## src/rtl/sec_loc_pkg.sv

```systemverilog
// Shared constants and types for the SEC error-location decoder.
//   W_BITS   : syndrome width / GF(2^32) degree
//   N_BITS   : location output width (24-bit position + sentinel bit)
//   LOC_BITS : number of position bits searched
//   POLY     : low-order terms of x^32+x^22+x^2+x+1
//   NO_ERR   : location reported when W is zero or never matches
package sec_loc_pkg;

  localparam int W_BITS   = 32;
  localparam int N_BITS   = 25;
  localparam int LOC_BITS = 24;

  localparam logic [W_BITS-1:0]   POLY     = 32'h0040_0007;
  localparam logic [N_BITS-1:0]   NO_ERR   = 25'h100_0000;
  localparam logic [LOC_BITS-1:0] LAST_POS = 24'hFF_FFFF;

  typedef enum logic [1:0] {
    START  = 2'd0,
    SEARCH = 2'd1,
    DONE   = 2'd2
  } state_t;

endpackage

```

## src/rtl/gf32_mulx.sv

```systemverilog
// Combinational multiply-by-alpha in GF(2^32).
//   s_in  : field element
//   s_out : s_in * alpha, reduced by the primitive polynomial
// Kept as its own module so several steps can be chained for
// multi-position-per-cycle search variants.
module gf32_mulx
  import sec_loc_pkg::*;
(
  input  logic [W_BITS-1:0] s_in,
  output logic [W_BITS-1:0] s_out
);

  // Shifting out x^31 produces x^32, which folds back as POLY.
  assign s_out = {s_in[W_BITS-2:0], 1'b0} ^ (s_in[W_BITS-1] ? POLY : '0);

endmodule

```

## src/rtl/sec_location_decoder_24b.sv

```systemverilog
// Clocked SEC error-location decoder. Walks alpha^n for n = 0..2^24-1,
// one position per clock, until alpha^n equals the latched syndrome.
//   clk   : rising-edge clock
//   rst_n : asynchronous active-low reset
//   W     : 32-bit syndrome, sampled every edge; any change restarts
//   found : search finished, N valid while high
//   N     : error position, or NO_ERR (bit 24 set) for zero / no match
module sec_location_decoder_24b
  import sec_loc_pkg::*;
(
  input  logic                clk,
  input  logic                rst_n,
  input  logic [W_BITS-1:0]   W,
  output logic                found,
  output logic [N_BITS-1:0]   N
);

  state_t              state_reg, state_next;
  logic [W_BITS-1:0]   w_reg, w_next;
  logic [W_BITS-1:0]   s_reg, s_next;
  logic [LOC_BITS-1:0] cnt_reg, cnt_next;
  logic                found_reg, found_next;
  logic [N_BITS-1:0]   n_reg, n_next;
  logic [W_BITS-1:0]   s_step;
  logic                restart;

  gf32_mulx u_mulx (
    .s_in  (s_reg),
    .s_out (s_step)
  );

  // A new syndrome wins over everything, including a match on this edge,
  // so found never stays high for a value that is no longer presented.
  assign restart = (state_reg == START) || (W != w_reg);

  always_comb begin
    state_next = state_reg;
    w_next     = w_reg;
    s_next     = s_reg;
    cnt_next   = cnt_reg;
    found_next = found_reg;
    n_next     = n_reg;

    if (restart) begin
      w_next     = W;
      s_next     = {{(W_BITS-1){1'b0}}, 1'b1};
      cnt_next   = '0;
      found_next = 1'b0;
      n_next     = '0;
      state_next = SEARCH;
    end else if (state_reg == SEARCH) begin
      if (w_reg == '0) begin
        found_next = 1'b1;
        n_next     = NO_ERR;
        state_next = DONE;
      end else if (s_reg == w_reg) begin
        found_next = 1'b1;
        n_next     = {1'b0, cnt_reg};
        state_next = DONE;
      end else if (cnt_reg == LAST_POS) begin
        // Terminal check precedes the increment, so cnt never wraps.
        found_next = 1'b1;
        n_next     = NO_ERR;
        state_next = DONE;
      end else begin
        s_next   = s_step;
        cnt_next = cnt_reg + 24'd1;
      end
    end
  end

  always_ff @(posedge clk or negedge rst_n) begin
    if (!rst_n) begin
      state_reg <= START;
      w_reg     <= '0;
      s_reg     <= '0;
      cnt_reg   <= '0;
      found_reg <= 1'b0;
      n_reg     <= '0;
    end else begin
      state_reg <= state_next;
      w_reg     <= w_next;
      s_reg     <= s_next;
      cnt_reg   <= cnt_next;
      found_reg <= found_next;
      n_reg     <= n_next;
    end
  end

  assign found = found_reg;
  assign N     = n_reg;

endmodule

```

## config.mk

```make
export PLATFORM = sky130hd
export DESIGN_NAME = sec_location_decoder_24b
export DESIGN_NICKNAME = d
export VERILOG_FILES = /design/src/rtl/sec_loc_pkg.sv /design/src/rtl/gf32_mulx.sv /design/src/rtl/sec_location_decoder_24b.sv
export SDC_FILE = /design/constraint.sdc
export NUM_CORES = 1
export LEC_CHECK = 0
export ABC_AREA = 1
export CORE_MARGIN = 3
export CORE_UTILIZATION = 53
export CTS_CLUSTER_DIAMETER = 100
export DETAILED_ROUTE_END_ITERATION = 16
export PLACE_DENSITY = 0.8
export SYNTH_ARGS = -nofsm -noshare
export SYNTH_HDL_FRONTEND = slang
export SYNTH_SLANG_ARGS = --single-unit
```

## constraint.sdc

```tcl
create_clock -name clk -period 2.05 [get_ports clk]
set_input_delay 0.205 -clock clk [delete_from_list [all_inputs] [get_ports clk]]
set_output_delay 0.205 -clock clk [all_outputs]
set_load 0.005 [all_outputs]
```

==> impl_metrics.toml <==
[status]
status = "finished, violations left"
violations = "negative setup slack"

[clocking]
clkSinkCount = 115
cts_buffer_depth = 2
cts_buffers = 17
clk_pin_slew_worst_paths_ns = 0.06
clk_latency_ns = 0.43
cts_tree = "built"
cts_root_buffer = "clkbuf_16"
cts_max_level = 4

[detailed_routing]
dr_total_vias = 6871
drtAntennaViolNets = 0
wirelength_um = 20300
vias_per_cell = 5.42
drtIter0Drc = 786
wl_per_cell_um = 16.0
drt_first_pass_iters = 6
drcViolationCount = 0

[worst_setup_path]
worstSetupStartpointType = "flop"
required_ns = 2.38
rrSetupSlack_ns = -0.17
crit_fanout = 9
worstSetupPathType = "flop to flop"
end_kind = "flop"
cp_cell_sequence = "inv_1 > nand2_1 > nand2_1 > nor2_2 > and2_1 > nand2_1 > nor2_2 > nand2_2 > nor2_4 > nand2_4 > nand2_8 > buf_12 > nand2_1 > nand2_1 > inv_1"
slowest_stage = "dfrtp_1"
critPathTopFamily = "simple AND/OR/NAND/NOR gates"
path_common_cell = "nand2_1"
cp.arrival_ns = 2.55
path_buf_inv = 3
max_stage_delay_ns = 0.42

[power]
power_density_nw_per_um2 = 679
vdd_drop_max_uv = 552
power.leakage_nw = 4.72

[worst_hold_path]
hold_path.class = "input pin to async pin"

[synth]
synth_area_um2 = 6740
synth.avg_cell_area_um2 = 6.92
yosysTopAreaCellShare_pct = 42.7
yosys_warnings = 0
synthesis.nets = 1009
yosysSeqAreaShare_pct = 42.7
synth_cell_type_count = 31
syn_inst = 974
synth_edf_count = 0
synth_top_cell_by_area = "dfrtp_1"
synth_area_leaders = "dfrtp_1, nand2_1, inv_1"
synthArstFlopShare_pct = 100
yosys_register_bits = 115
synth-main-ff-cell = "dfrtp_1"

[sta]
max_freq_mhz = 451
fin_crit_ns = 2.22
fin_ws_ns = -0.168
maxSlewViolCount = 0
worstMarginPinSlew_ns = 0.627
slew-limit-headroom_pct = 58.2
rsz0062_at_grt = "true"
hold_violations = 0
setup_viol = 83
skew_ns = 0.0108
hold_ws_ns = 0.272
post-route-period-util_pct = 108
setup_tns_ns = -7.54

[placed_design]
dp.final_hpwl_um = 11600
routabilityCongestion = 0.945
portBuffers = 59

[global_routing]
grtUsageTotal_pct = 24.9
grt_max_degree = 52
overflow = 0
grt_pass1_wl_um = 28200
grt_pass1_vias = 5994
grt_antenna_before_repair = 0

[floorplanning]
fp-row-count = 40
design.die.area_um2 = 14100
die_h_um = 119
die_w_um = 119
core_um2 = 12200
io_pins = 60
initial_core_util_pct = 55.2

[finish]
final_util_pct = 75.9
syn2layout_area_growth_pct = 37.5
num-fill-cells = 805
nets = 1122
drive_gt1_share_pct = 21.0
antenna_cells = 0

[job]
cap_violations = 0
[kinds of logic (layout without fill, tap and decap cells)]
group | after synthesis | in the layout | synth area share (%)
buffers and inverters | 208 | 334 | 12.7
adders and majority gates | 1 | 1 | 0.186
xor gates and xnor gates | 45 | 45 | 5.85
DFF | 115 | 115 | 42.7
AOI/OAI and AO/OA | 61 | 61 | 5.42
and+or+nand+nor | 544 | 544 | 33.1
[cells in the mapped netlist (all sizes together), types with 2 or more instances]
cell,n
nand3,39
inv,145
clkinv,2
nor2,87
buf,20
clkbuf,41
xnor2,27
o21ai,34
o211ai,19
dfrtp,115
xor2,18
nor3,25
nand2,374
nand3b,2
nand4,12
and2,3
a21oi,7
nor4,2
[power by group]
group / switching, mW / total [mW] / internal [mW]
sequential: 0.0342 / 2.34 / 2.31
clock: 1.06 / 3.53 / 2.47
combinational: 0.226 / 0.415 / 0.190
total: 1.32 / 6.28 / 4.96
[path summary, 6_finish.rpt]
kind / to / startpoint / depth (start not counted)
setup / recovery: cnt_reg[18]$_DFFE_PN0P_ / w_reg[8]$_DFFE_PN0P_ / 15
hold / removal: w_reg[6]$_DFFE_PN0P_ / rst_n / 2
setup reg to reg: cnt_reg[18]$_DFFE_PN0P_ / w_reg[8]$_DFFE_PN0P_ / 15
hold reg to reg: N[19]$_DFFE_PN0P_ / N[19]$_DFFE_PN0P_ / 2
max in group asynchronous: w_reg[26]$_DFFE_PN0P_ / rst_n / 3
min in group clk: w_reg[22]$_DFFE_PN0P_ / W[22] / 1
[layout by cell type (no fill, tap or decap), types with 21 or more instances in the layout]
cell	Yosys	routed
nand2_1	368	324
inv_1	144	138
dfrtp_1	115	113
buf_4	5	67
nor2_1	83	66
clkdlybuf4s50_1	0	58
nand2_2	4	44
nand3_1	37	36
xnor2_1	27	23
clkbuf_16	0	23
nor3_1	25	21
[metrics by stage]
step / std cells / power [mW] / worst slack [ns] / area (um^2)
final: 1268 / 6.29 / -0.168 / 9260
after global placement: 1210 / 2.74 / -0.291 / 7870
after CTS: 1248 / 6.24 / 0.0135 / 8700
after detailed placement: 1210 / 2.75 / -0.374 / 7870
after floorplan: 974 / 2.55 / 0.0594 / 6740
after global routing: 1268 / 6.46 / -0.255 / 9260
[area by class of cell]
cell class / count / area [um^2] / area share [%]
clock buffer: 23 / 508 / 5.48
clock inverter: 9 / 195 / 2.11
inverter: 147 / 552 / 5.96
multi-input combinational: 651 / 3320 / 35.8
sequential: 115 / 2880 / 31.1
tap: 168 / 210 / 2.27
timing repair buffer: 155 / 1600 / 17.3
[repair_timing]
action / in CTS / in global routing
cloned: 2 / 7
endpoints found under the setup margin: 72 / 82
hold buffers: 1 / 0
pin swaps: 2 / 38
buffers inserted: 3 / 15
resized for setup: 14 / 111
hold endpoints to repair: 29 / 0
[metal layers]
metal  share of wire [%]  GRT usage [%]
met1                  39           33.0
met4                 3.9           9.12
met2                  49           39.7
met3                 8.4           6.17
met5                   0              0
[worst register-to-register path: stages, from the launching register on]
cell	delay (ns)
dfrtp_1	0.42
inv_1	0.10
nand2_1	0.10
nand2_1	0.08
nor2_2	0.13
and2_1	0.18
nand2_1	0.09
nor2_2	0.15
nand2_2	0.09
nor2_4	0.13
nand2_4	0.10
nand2_8	0.18
buf_12	0.18
nand2_1	0.08
nand2_1	0.08
inv_1	0.04
Power figures use the tool's default switching activity.
